--- config.mk ---
export PLATFORM = sky130hd
export DESIGN_NAME = input_port_rc
export DESIGN_NICKNAME = d
export VERILOG_FILES = /design/src/rtl/noc_pkg.sv /design/src/rtl/flit_fifo.sv /design/src/rtl/input_port_rc.sv
export SDC_FILE = /design/constraint.sdc
export NUM_CORES = 1
export LEC_CHECK = 0
export ABC_CLOCK_PERIOD_IN_PS = 5500
export CAP_MARGIN = 20
export CORE_MARGIN = 5
export CORE_UTILIZATION = 61
export DETAILED_ROUTE_END_ITERATION = 16
export DONT_BUFFER_PORTS = 1
export PLACE_DENSITY_LB_ADDON = 0.12
export SETUP_SLACK_MARGIN = 0.4
export SYNTH_ARGS = -nofsm -noshare
export SYNTH_HDL_FRONTEND = slang
export SYNTH_SLANG_ARGS = --single-unit
--- constraint.sdc ---
create_clock -name clk -period 5.5 [get_ports clk]
set_input_delay 0.275 -clock clk [delete_from_list [all_inputs] [get_ports clk]]
set_output_delay 0.275 -clock clk [all_outputs]
set_load 0.01 [all_outputs]
--- src/rtl/noc_pkg.sv ---
// Shared NoC router types: flit type encoding, output port indices and the XY route function.
package noc_pkg;

  typedef enum logic [1:0] {
    BODY   = 2'b00,
    HEAD   = 2'b01,
    TAIL   = 2'b10,
    SINGLE = 2'b11
  } flit_type_e;

  localparam int P_N       = 0;
  localparam int P_S       = 1;
  localparam int P_E       = 2;
  localparam int P_W       = 3;
  localparam int P_L       = 4;
  localparam int NUM_PORTS = 5;

  // Dimension-ordered routing: resolve X first, then Y, then eject locally.
  function automatic logic [NUM_PORTS-1:0] route_fn(input int unsigned dx,
                                                    input int unsigned dy,
                                                    input int unsigned lx,
                                                    input int unsigned ly);
    logic [NUM_PORTS-1:0] r;
    r = '0;
    if (dx > lx)      r[P_E] = 1'b1;
    else if (dx < lx) r[P_W] = 1'b1;
    else if (dy > ly) r[P_N] = 1'b1;
    else if (dy < ly) r[P_S] = 1'b1;
    else              r[P_L] = 1'b1;
    return r;
  endfunction

endpackage

--- src/rtl/flit_fifo.sv ---
// Circular flit buffer with a registered occupancy count; full/empty derive from the count.
module flit_fifo #(
  parameter int DATA_W = 32,
  parameter int DEPTH  = 4
) (
  input  logic              clk,
  input  logic              rst,
  input  logic              push_i,
  input  logic              pop_i,
  input  logic [DATA_W-1:0] data_i,
  output logic              full_o,
  output logic              empty_o,
  output logic [DATA_W-1:0] front_o
);

  localparam int PTR_W = $clog2(DEPTH);

  logic [DATA_W-1:0] mem_q [DEPTH];
  logic [PTR_W-1:0]  wptr_q, rptr_q;
  logic [PTR_W:0]    count_q, count_d;
  logic              do_push, do_pop;

  assign full_o  = (count_q == (PTR_W+1)'(DEPTH));
  assign empty_o = (count_q == '0);
  assign do_push = push_i & ~full_o;
  assign do_pop  = pop_i & ~empty_o;
  assign front_o = mem_q[rptr_q];

  always_comb begin
    count_d = count_q;
    if (do_push && !do_pop)      count_d = count_q + (PTR_W+1)'(1);
    else if (do_pop && !do_push) count_d = count_q - (PTR_W+1)'(1);
  end

  // NOTE: sequential state uses non-blocking assignments so every register samples pre-edge values.
  always_ff @(posedge clk or posedge rst) begin
    if (rst) begin
      wptr_q  <= '0;
      rptr_q  <= '0;
      count_q <= '0;
    end else begin
      if (do_push) wptr_q <= wptr_q + PTR_W'(1);
      if (do_pop)  rptr_q <= rptr_q + PTR_W'(1);
      count_q <= count_d;
    end
  end

  // NOTE: storage is deliberately not reset; the count guarantees stale entries are never presented as valid.
  always_ff @(posedge clk) begin
    if (do_push) mem_q[wptr_q] <= data_i;
  end

endmodule

--- src/rtl/input_port_rc.sv ---
// Router input port: buffers flits, computes the XY route of each head and holds a one-hot
// request to the output arbiter until the packet's tail has been forwarded.
module input_port_rc
  import noc_pkg::*;
#(
  parameter int          DATA_W  = 32,
  parameter int          DEPTH   = 4,
  parameter int          X_W     = 2,
  parameter int          Y_W     = 2,
  parameter int unsigned LOCAL_X = 0,
  parameter int unsigned LOCAL_Y = 0
) (
  input  logic                 clk,
  input  logic                 rst,
  input  logic                 in_valid_i,
  input  logic [DATA_W-1:0]    in_flit_i,
  output logic                 in_ready_o,
  output logic [NUM_PORTS-1:0] req_port_o,
  input  logic                 grant_i,
  input  logic                 out_ready_i,
  output logic                 out_valid_o,
  output logic [DATA_W-1:0]    out_flit_o,
  output logic                 err_o
);

  typedef enum logic [1:0] {
    S_IDLE,
    S_REQ,
    S_ACTIVE
  } state_e;

  state_e               state_q, state_d;
  logic [NUM_PORTS-1:0] route_q, route_d;
  logic [NUM_PORTS-1:0] req_q, req_d;
  logic                 err_q, err_d;

  logic                 fifo_full, fifo_empty;
  logic [DATA_W-1:0]    front;
  flit_type_e           front_type;
  logic [X_W-1:0]       dest_x;
  logic [Y_W-1:0]       dest_y;
  logic                 front_is_head, front_is_tail;
  logic                 forward, stray_drop, pop;
  logic                 busy;

  flit_fifo #(
    .DATA_W (DATA_W),
    .DEPTH  (DEPTH)
  ) u_fifo (
    .clk     (clk),
    .rst     (rst),
    .push_i  (in_valid_i),
    .pop_i   (pop),
    .data_i  (in_flit_i),
    .full_o  (fifo_full),
    .empty_o (fifo_empty),
    .front_o (front)
  );

  assign front_type    = flit_type_e'(front[DATA_W-1:DATA_W-2]);
  assign dest_x        = front[X_W-1:0];
  assign dest_y        = front[X_W+Y_W-1:X_W];
  assign front_is_head = (front_type == HEAD) || (front_type == SINGLE);
  assign front_is_tail = (front_type == TAIL) || (front_type == SINGLE);

  assign busy        = (state_q == S_REQ) || (state_q == S_ACTIVE);
  assign out_valid_o = grant_i & ~fifo_empty & busy;
  assign forward     = out_valid_o & out_ready_i;
  assign pop         = forward | stray_drop;

  assign in_ready_o  = ~fifo_full;
  assign out_flit_o  = front;
  assign req_port_o  = req_q;
  assign err_o       = err_q;

  // NOTE: every variable driven here gets a default first, so no path leaves one unassigned (no latches).
  always_comb begin
    state_d    = state_q;
    route_d    = route_q;
    stray_drop = 1'b0;
    unique case (state_q)
      S_IDLE: begin
        if (!fifo_empty) begin
          if (front_is_head) begin
            route_d = route_fn(32'(dest_x), 32'(dest_y), LOCAL_X, LOCAL_Y);
            state_d = S_REQ;
          end else begin
            stray_drop = 1'b1;
          end
        end
      end
      S_REQ: begin
        if (grant_i) state_d = (forward && front_is_tail) ? S_IDLE : S_ACTIVE;
      end
      S_ACTIVE: begin
        if (forward && front_is_tail) state_d = S_IDLE;
      end
      default: state_d = S_IDLE;
    endcase
    err_d = stray_drop;
    // The request appears one cycle after the route is latched and drops as the tail leaves.
    req_d = (busy && state_d != S_IDLE) ? route_q : '0;
  end

  always_ff @(posedge clk or posedge rst) begin
    if (rst) begin
      state_q <= S_IDLE;
      route_q <= '0;
      req_q   <= '0;
      err_q   <= 1'b0;
    end else begin
      state_q <= state_d;
      route_q <= route_d;
      req_q   <= req_d;
      err_q   <= err_d;
    end
  end

endmodule

==> results of run 1 <==
cell families after synthesis:
| family | count (synthesis) | share of synthesized area (%) |
|---|---|---|
| xor+xnor | 6 | 0.950 |
| flops | 144 | 76.8 |
| fa+ha+maj | 10 | 2.40 |
| buf+inv | 16 | 1.52 |
| other cells | 1 | 0.0678 |
| compound gates | 14 | 2.35 |
| simple gates | 25 | 2.51 |
| mux | 34 | 13.4 |
flip-flops by register name, summed over array words and instances, names as in the netlist:
signal          flops
err_o               1
u_fifo.wptr_q       2
state_q             2
u_fifo.count_q      3
route_q             3
u_fifo.mem_q      128
req_port_o          3
u_fifo.rptr_q       2
final timing paths:
path / slack [ns] / cells after the start / start / end
setup reg to reg: 2.93 / 11 / state_q[0]$_DFF_PP0_ / u_fifo.count_q[2]$_DFFE_PP0P_
hold reg to reg: 0.50 / 2 / route_q[0]$_DFFE_PP0P_ / route_q[0]$_DFFE_PP0P_
max in group asynchronous: 4.74 / 2 / rst / u_fifo.rptr_q[0]$_DFFE_PP0P_
min in group asynchronous: 0.30 / 2 / rst / u_fifo.wptr_q[0]$_DFFE_PP0P_
hold / removal: 0.11 / 2 / grant_i / req_port_o[4]$_DFF_PP0_
setup / recovery: 2.93 / 11 / state_q[0]$_DFF_PP0_ / u_fifo.count_q[2]$_DFFE_PP0P_
where the power goes:
| group | internal, W | switching (W) | total (W) | leakage, nW |
|---|---|---|---|---|
| registers | 0.00146 | 0.0000818 | 0.00154 | 1.37 |
| clock network | 0.000581 | 0.000479 | 0.00106 | 0.277 |
| logic | 0.000408 | 0.000576 | 0.000984 | 0.584 |
| total | 0.00245 | 0.00114 | 0.00358 | 2.23 |
layout make-up:
class	instances	area share, %
Timing Repair Buffer	35	5.29
Inverter	7	0.403
Tap cell	108	2.07
Clock buffer	18	6.40
Sequential cell	144	65.1
Multi-Input combinational cell	91	18.5
Clock inverter	14	2.19
Antenna cell	1	0.0384
routing by layer:
| layer | share of wire [%] | routed length (um) |
|---|---|---|
| met5 | 0 | 0 |
| met4 | 1.1 | 103 |
| met3 | 7.7 | 709 |
| met2 | 51 | 4690 |
| met1 | 40 | 3690 |
critical path, stage by stage, from the launching register on:
cell and delay [ns]:
dfrtp_1 0.41, inv_1 0.10, ha_1 0.33, o311a_1 0.22, and2_1 0.21, nor2_1 0.19, ha_1 0.21, inv_1 0.06
fa_1 0.37, xor2_1 0.15, nor2_1 0.11, xor2_1 0.15
metrics by stage:
step | setup WS [ns] | instances | power [W]
2_1_floorplan | 3.10 | 251 | 0.00234
6_report | 2.93 | 418 | 0.00358
3_3_place_gp | 3.03 | 352 | 0.00252
5_1_grt | 2.76 | 418 | 0.00378
3_5_place_dp | 2.95 | 352 | 0.00254
4_1_cts | 2.92 | 417 | 0.00363
cell usage after synthesis, drive strengths merged:
cell      n
a21boi    1
a21oi     1
a31oi     4
and2      2
and3      5
and3b     1
buf       8
clkbuf    1
conb      1
dfrtp    16
edfxtp  128
fa        1
ha        9
inv       7
mux2      2
mux4     32
nand2     6
nand3     2
nor2      5
nor2b     2
o211ai    1
o21a      1
o21ai     3
o311a     1
o31ai     1
o32ai     1
or3       2
xnor2     4
xor2      2
==> impl_results.md, run 1 <==
- Status: completed
- Antenna-violating nets left: 0
- Total GRT Usage: between 10% and 20%
- Die span in y: roughly 110 um
- Fin. Hold Viols: 0
- Largest net degree at the start of global routing: 34
- Total negative slack: 0 ns
- Layout Cell Area excl Fill: 0.00653 mm2
- Initial antenna violation count: 1
- Most common cell after layout, fill and taps aside: edfxtp_1
- GRT met3 Usage: 9.31%
- Tcrit/Tclk final: between 40% and 50%
- Post-layout net count: 343
- 1st-iter DRT viols: about 150
- Vias in the first global route: 2,730
- Pins Over Slew Limit: 0
- Clk root buf: clkbuf_8
- Reg area: approximately 0.0042 mm2
- Row Count: 34
- Clk_lat worst skew: around 0.52 ns
- Gr ovfl total: 0
- Min Tclk post-route: roughly 2.6 ns
- CP Launch Type: flop
- First-pass GRT wire length: ~15,000 um
- DP Area: approximately 0.0056 mm2
- Avg Cell Area, Syn: ~22 um2
- Synth-to-Final Area Change: 18.0%
- Peak VDD IR: slightly below 0.0003 V
- Yosys top cell by area: edfxtp_1
- Synth cell types: 35
- Post-synthesis register bit count: 144
- Routed wire per std cell: roughly 22 um
- Share of cells above drive strength 1: approximately 25%
- Register area share after synthesis: approximately three quarters
- Grt peak-use layer: met2
- Min Hold Slack: around 0.11 ns
- DR vias: ~2,500
- Worst slew pin tran: 0.865 ns
- H-tree Lvls: 4
- Final core occ: 74.5%
- Vias per inst: around 5.9
- Core Area: roughly 0.0088 mm2
- DR DRC count: 0
- Chip width: ~110 um
- Critical Path RT: 5.94 ns
- GR Util met2: between 20 and 30%
- Clock Sinks: about 140
- Ranking of synthesized cells by area: edfxtp_1, mux4_2, dfrtp_1
- Routing usage on met1: between 20% and 30%
- WL final: between 9000 and 10,000 um
- Crit. End Element: flop
- Synth Instances: between 200 and 300
- Fillers: between 400 and 500
- Leakage: ~2.2 nW
- I/O Buffers: 0
- # IOs: 77
- Area of the multi-input gates: roughly 0.0012 mm2
- Initial Util: 63.1%
- Max-Cap Viols: 0
- Ys Warns: 0
- Syn Std Cell Area: between 0.005 and 0.006 mm2
- PD cells: approximately 550 mW/mm2
- Max clock buf depth: 2
- Setup-failing EPs final: 0
- RSZ-0062 raised after global routing: no
- Num CTS Buffers: 17
- CTS tree: done
- GPL Wtd Cong: roughly 0.75
- WP data arrival: approximately 3.0 ns
- Critical path class: flop to flop
- HPWL after DPL: 5110 um
- Post-synth top area share: ~70%
- Worst Hold Class: input port to flop
- Slew HR: between 40% and 50%
- Die Area: ~0.011 mm2
- Worst Clk Skew: around 0.010 ns
- Critical path peak fanout: 4
- Setup bufs post-CTS: 0
- F_max: 388 MHz
- Clk pin slew, worst setup/hold paths: around 0.070 ns
- Post_cts resized: 0
- Drt pass-1 iters: 4
- Most frequent cells in the layout: edfxtp_1, dlygate4sd3_1, mux4_2
- Hold-fix buffers, CTS: 33
Power figures use the tool's default switching activity.
==> inputs of run 2 (changes only) <==
- ABC_CLOCK_PERIOD_IN_PS: 5500 -> 2450
- clock period: 5.5 -> 2.45 ns (I/O delays scaled with it)
==> run 2 against run 1 <==
Effect of this change: hold slack got worse by 0.066 ns; sequential power increased by 120%; count of clock-buffer cells in the layout is 1 higher; highest routed layer unchanged; first-iteration DRC count down 14%.
==> impl_results.md, run 2 (synthesis results as in run 1) <==
- Pre-CTS setup slack: -0.0115 ns (-2.96 ns)
- Slew HR: 56.7% (+14 points)
- Fin cells: 446 (+6.7%)
- WP data arrival: 2.68 ns (-0.34 ns)
- Initial antenna violation count: 0 (-1)
- Worst Hold Class: input port to flop
- Min Tclk post-route: 2.30 ns (-0.271 ns)
- Largest register FFs: 128 (unchanged)
- Synth-to-Final Area Change: 24.8%
- Crit. End Element: flop
- Critical Path RT: 2.83 ns (-3.11 ns)
- PD cells: 1260 mW/mm2 (+130%)
- R2R Setup Slk: 0.15 ns (-2.78 ns)
- GPL Wtd Cong: 0.732 (-2.7%)
- Row Count: 34 (unchanged)
- Core Area: 0.00876 mm2 (unchanged)
- RSZ-0062 raised after global routing: yes
- Pins Over Slew Limit: 0 (unchanged)
- Most frequent cells in the layout: edfxtp_1, dlygate4sd3_1, mux4_2
- Worst slew pin tran: 0.649 ns (-0.216 ns)
- Hold Path Sink: state_q[0]$_DFF_PP0_
- FF-to-FF End: u_fifo.count_q[1]$_DFFE_PP0P_
- Routed wire per std cell: 21.9 um (-0.53%)
- Critical path class: flop to flop
- Reg with most FFs: u_fifo.mem_q
- F_max: 434 MHz (+12%)
- Initial Util: 63.1% (unchanged)
- Worst Hold Path Cells: 3 (+1)
- CP Launch Type: flop
- N_diodes: 0 (-1)
- Post-layout net count: 372 (+8.5%)
- Share of cells above drive strength 1: 33.7% (+8.8 points)
- Status: completed
- Clk_lat worst skew: 0.50 ns (-0.02 ns)
- Max clock buf depth: 2 (unchanged)
- Hold Path Origin: out_ready_i
- Vias per inst: 5.86 (-0.74%)
- Setup-failing EPs final: 0 (unchanged)
- Chip width: 105 um (unchanged)
- Leakage: 2.40 nW (+7.4%)
- 1st-iter DRT viols: 132 (-14%)
- DR vias: 2,615 (+5.9%)
- Most common cell after layout, fill and taps aside: edfxtp_1
- Worst Clk Skew: 0.0102 ns (+0.000152 ns)
- Drt pass-1 iters: 4 (unchanged)
- Clock Sinks: 144 (unchanged)
- Tcrit/Tclk final: 94.0% (+47 points)
- Die Area: 0.0111 mm2 (unchanged)
- CTS tree: done
- Total GRT Usage: 18.7% (+0.79 points)
- I/O Buffers: 0 (unchanged)
- # IOs: 77 (unchanged)
- Peak VDD IR: 0.000748 V (+150%)
- Antenna-violating nets left: 0 (unchanged)
- Number of cells on the worst reg-to-reg path: 7 (-4)
- HPWL after DPL: 5350 um (+4.7%)
- Min Hold Slack: 0.0433 ns (-0.0661 ns)
- Max-Cap Viols: 0 (unchanged)
- Clk pin slew, worst setup/hold paths: 0.06 ns (about the same)
- Crit Reg-Reg Startpoint: u_fifo.rptr_q[0]$_DFFE_PP0P_
- Crit path setup slack, layout: 0.147 ns (-2.78 ns)
- Largest net degree at the start of global routing: 33 (-2.9%)
- Vias in the first global route: 2,892 (+5.9%)
- First-pass GRT wire length: 15,600 um (+5.9%)
- Placed Instances: 363 (+3.1%)
- Clk root buf: clkbuf_8
- Fin. Hold Viols: 0 (unchanged)
- DR DRC count: 0 (unchanged)
- Critical path peak fanout: 2 (-2)
- Num CTS Buffers: 17 (unchanged)
- H-tree Lvls: 4 (unchanged)
- WL final: 9760 um (+6.1%)
- Gr ovfl total: 0 (unchanged)
- Die span in y: 105 um (unchanged)
## run 2: cell types whose count changed in the layout (fill, tap and decap cells not counted), moves of 3 or more
cell,previous run,this run
clkinv_2,0,3
buf_4,2,20
clkinvlp_4,0,5
buf_12,0,5
dlygate4sd3_1,33,36
inv_8,5,0
clkinv_4,4,1
## run 2: worst max-delay path, stage by stage, from the launching register on
cell and delay (ns):
dfrtp_2 0.40, mux4_2 0.52, and3b_2 0.30, nor2_4 0.05
ha_2 0.18, inv_2 0.05, fa_2 0.41, mux2_4 0.27
## run 2: how the worst max path moves through the flow
stage | start | to | slack (ns) | cells past startpoint
3_3_place_gp | state_q[0]$_DFF_PP0_ | u_fifo.count_q[2]$_DFFE_PP0P_ | 0.11 | 11
4_1_cts | u_fifo.count_q[1]$_DFFE_PP0P_ | u_fifo.count_q[2]$_DFFE_PP0P_ | 0.19 | 9
6_report | u_fifo.rptr_q[0]$_DFFE_PP0P_ | u_fifo.count_q[1]$_DFFE_PP0P_ | 0.15 | 7
2_1_floorplan | u_fifo.rptr_q[0]$_DFFE_PP0P_ | u_fifo.count_q[1]$_DFFE_PP0P_ | 0.08 | 8
3_5_place_dp | state_q[0]$_DFF_PP0_ | u_fifo.count_q[2]$_DFFE_PP0P_ | -0.01 | 11
5_1_grt | u_fifo.count_q[1]$_DFFE_PP0P_ | u_fifo.count_q[2]$_DFFE_PP0P_ | 0.08 | 9
## run 2: area by class of cell
cell class / count / area (um2)
multi-input combinational: 91 / 1260
tap: 108 / 135
sequential: 144 / 4250
fill: 461 / 1860
inverter: 7 / 26.3
clock buffer: 19 / 422
clock inverter: 13 / 139
timing repair buffer: 64 / 674
## run 2: per-stage QoR
step / TNS [ns] / util [%] / power, W / area, um2
4_1_cts: 0 / 77.6 / 0.00857 / 6800
3_5_place_dp: -0.0115 / 66.0 / 0.00593 / 5780
2_1_floorplan: 0 / - / 0.00528 / 5550
5_1_grt: 0 / 78.8 / 0.00917 / 6900
3_3_place_gp: 0 / 66.0 / 0.00587 / 5780
6_report: 0 / 78.8 / 0.00870 / 6900
## run 2: timing repair
item                                    in CTS  in global routing
gates cloned                                 0                  1
endpoints found under the hold margin      151                  0
gates resized for setup                     14                  4
pin swaps                                    7                  2
hold buffers                                36                  0
buffers inserted                             6                  8
endpoints found under the setup margin      22                 22
## run 2: power by group
group	internal, W	switching (W)
Combinational	0.00138	0.00149
Sequential	0.00327	0.000174
Clock	0.00145	0.000937
## run 2: per-layer routing
layer	track usage [%]	part of all wire [%]	vias to the layer above
li1	-	-	1173
met1	22.0	40	1364
met2	31.6	52	70
met3	6.91	7.2	8
met4	6.85	0.84	0
met5	0	0	-
==> inputs of run 3 (changes only) <==
- CELL_PAD_IN_SITES_DETAIL_PLACEMENT: unset -> 0
- CELL_PAD_IN_SITES_GLOBAL_PLACEMENT: unset -> 2
- CORE_UTILIZATION: 61 -> 48
- PLACE_DENSITY_LB_ADDON: 0.12 -> 0.1
- SYNTH_HIERARCHICAL: unset -> 1
==> run 3 against run 2 <==
Effect of this change: area after synthesis increased by 1.7%; critical path depth increased by 1; non-clock buffer count decreased by 5; sequential share of layout area increased by 0.49 points; highest routed layer unchanged; wire length increased by 0.65%.
==> impl_results.md, run 3 <==
- Total negative slack: 0 ns (unchanged)
- Pins Over Slew Limit: 0 (unchanged)
- Vias per inst: 5.33 (-9.0%)
- WP data arrival: 2.55 ns (-0.13 ns)
- Status: completed
- CP Cell Sequence: mux4_2 > nor3_4 > or2_4 > nand2b_4 > ha_4 > inv_2 > fa_2 > mux2_4
- Routed wl met2: 5010 um (-2.1%)
- Synth-to-Final Area Change: 21.7%
- Drt pass-1 iters: 4 (unchanged)
- Critical Path RT: 2.74 ns (-0.09 ns)
- Met1 wire length: 4030 um (+4.4%)
- H-tree Lvls: 4 (unchanged)
- RSZ-0062 raised after global routing: yes
- Critical path class: flop to flop
- # IOs: 77 (unchanged)
- Core Area: 0.0115 mm2 (+31%)
- R2R Setup Slk: 0.18 ns (+0.04 ns)
- EDFF count, synth: 128 (unchanged)
- WL final: 9820 um (+0.65%)
- Clock Sinks: 144 (unchanged)
- Peak VDD IR: 0.000780 V (+4.4%)
- Post-synth top flop: edfxtp_1
- DP Area: 0.00591 mm2 (+2.2%)
- Post-synthesis register bit count: 144 (unchanged)
- Fin. Hold Viols: 0 (unchanged)
- Clk root buf: clkbuf_16
- Post-synth top area share: 68.4% (-1.1 points)
- Yosys top cell by area: edfxtp_1
- Most common cell in the netlist: edfxtp_1
- Commonest cells in the synthesized netlist: edfxtp_1, mux4_2, dfrtp_1, nand2_1
- F_max: 441 MHz (+1.6%)
- HPWL after DPL: 6220 um (+16%)
- Placed Instances: 412 (+13%)
- Ys Warns: 6 (+6)
- CTS tree: done
- Synth cell types: 37 (+5.7%)
- Async set-reset flop share out of synthesis: 11.1% (unchanged)
- Post-layout net count: 377 (+1.3%)
- Avg Cell Area, Syn: 21.5 um2 (-3.0%)
- Num CTS Buffers: 17 (unchanged)
- Reg with most FFs: u_fifo/mem_q
- Antenna-violating nets left: 0 (unchanged)
- Routed length on met3: 637 um (-9.4%)
- Die span in y: 118 um (+12%)
- Worst path slowest cell: mux4_2
- Initial antenna violation count: 0 (unchanged)
- Layout Cell Area excl Fill: 0.00684 mm2 (-0.85%)
- Most common cell after layout, fill and taps aside: edfxtp_1
- First-pass GRT wire length: 15,700 um (+0.71%)
- Total GRT Usage: 15.1% (-3.7 points)
- I/O Buffers: 0 (unchanged)
- PD cells: 1230 mW/mm2 (-2.2%)
- Tcrit/Tclk final: 92.6% (-1.5 points)
- Ranking of synthesized cells by area: edfxtp_1, mux4_2, dfrtp_1
- Row Count: 39 (+15%)
- Setup-failing EPs final: 0 (unchanged)
- CP Launch Type: flop
- Chip width: 118 um (+12%)
- Largest net degree at the start of global routing: 33 (unchanged)
- Initial Util: 49.0% (-14 points)
- Vias in the first global route: 2,796 (-3.3%)
- Min Tclk post-route: 2.27 ns (-0.0359 ns)
- Crit. End Element: flop
- Clk pin slew, worst setup/hold paths: 0.05 ns (about the same)
- GPL Wtd Cong: 0.782 (+6.8%)
- CP max stage delay: 0.54 ns (+0.02 ns)
- Max-Cap Viols: 0 (unchanged)
- Gr ovfl total: 0 (unchanged)
- Critical path peak fanout: 2 (unchanged)
- Reg area: 0.00425 mm2 (about the same)
- Most frequent cells in the layout: edfxtp_1, dlygate4sd3_1, mux4_2
- Clk_lat worst skew: 0.41 ns (-0.09 ns)
- DR DRC count: 0 (unchanged)
- Min Hold Slack: 0.121 ns (+0.0778 ns)
- Leakage: 2.39 nW (-0.21%)
- Routed wire per std cell: 20.3 um (-7.1%)
- Fillers: 840 (+82%)
- 1st-iter DRT viols: 123 (-6.8%)
- N_diodes: 0 (unchanged)
- Largest register FFs: 128 (unchanged)
- Max clock buf depth: 2 (unchanged)
- Final core occ: 59.7% (-19 points)
- Fin cells: 483 (+8.3%)
- Die Area: 0.0140 mm2 (+26%)
- Share of cells above drive strength 1: 29.4% (-4.3 points)
- Register area share after synthesis: 75.5% (-1.3 points)
- Worst Hold Class: input port to flop
- Syn Std Cell Area: 0.00562 mm2 (+1.7%)
- Area of the multi-input gates: 0.00129 mm2 (+2.5%)
- Synth Instances: 262 (+4.8%)
- DR top layer: met4
- DR vias: 2,576 (-1.5%)
- Worst Clk Skew: 0.00603 ns (-0.00413 ns)
run 3: cell types whose count changed in the layout (fill, tap and decap cells not counted), moves of 4 or more:
cell,previous run,this run
mux4_1,0,4
mux4_2,32,28
nand2_1,6,11
and2_2,0,4
nor2_1,4,10
and3_2,4,0
run 3: stage by stage:
stage	total power [W]	setup slack (ns)
after floorplan	0.00546	-0.0674
after global placement	0.00606	0.100
after detailed placement	0.00608	0.0665
after CTS	0.00854	0.169
after global routing	0.00894	0.0736
final	0.00843	0.183
run 3: final timing paths:
kind,start,end,cells past startpoint
max,u_fifo/rptr_q[0]$_DFFE_PP0P_,u_fifo/count_q[1]$_DFFE_PP0P_,8
min,grant_i,state_q[1]$_DFF_PP0_,4
max reg2reg,u_fifo/rptr_q[0]$_DFFE_PP0P_,u_fifo/count_q[1]$_DFFE_PP0P_,8
min reg2reg,route_q[0]$_DFFE_PP0P_,route_q[0]$_DFFE_PP0P_,2
max in group asynchronous,rst,state_q[0]$_DFF_PP0_,2
min in group asynchronous,rst,u_fifo/count_q[0]$_DFFE_PP0P_,2
run 3: critical path, delay by kind of cell (launching register included):
family	cells	cell delay [ns]
multiplexers	2	0.82
AND/OR/NAND/NOR	3	0.36
buffers and inverters	1	0.05
flip-flops	1	0.36
adder cells (fa/ha/maj)	2	0.57
run 3: repair_timing:
item | 4_1_cts | 5_1_grt
gates resized for setup | 7 | 0
pin swaps | 2 | 3
setup endpoints to repair | 23 | 24
buffers inserted | 5 | 4
endpoints found under the hold margin | 144 | 0
hold buffers | 33 | 0
run 3: area by class of cell:
class	count	share of cell area, %
clock buffers	21	6.44
clock inverters	8	1.01
multi-input cells	98	18.8
repair buffers	59	8.52
inverters	10	0.548
flip-flops and latches	144	62.0
well taps	143	2.61
run 3: cells by family (layout without fill, tap and decap cells):
family / count (synthesis) / in the layout / synth area share, %
and+or+nand+nor: 38 / 38 / 3.69
muxes: 34 / 34 / 13.6
DFF: 144 / 144 / 75.5
xor gates and xnor gates: 6 / 6 / 0.935
adders and majority gates: 10 / 10 / 2.36
other: 1 / 2 / 0.0667
buffers and inverters: 21 / 98 / 2.74
AOI/OAI and AO/OA: 8 / 8 / 1.16
run 3: routing by layer:
layer / global-route usage (%) / up-vias
met1: 18.3 / 1305
met4: 6.24 / 0
met3: 5.92 / 16
li1: - / 1180
met2: 24.1 / 75
met5: 0 / -
run 3: where the power goes:
part           internal [W]  switching [W]
clock network       0.00136       0.000870
registers           0.00327       0.000154
logic               0.00129        0.00148
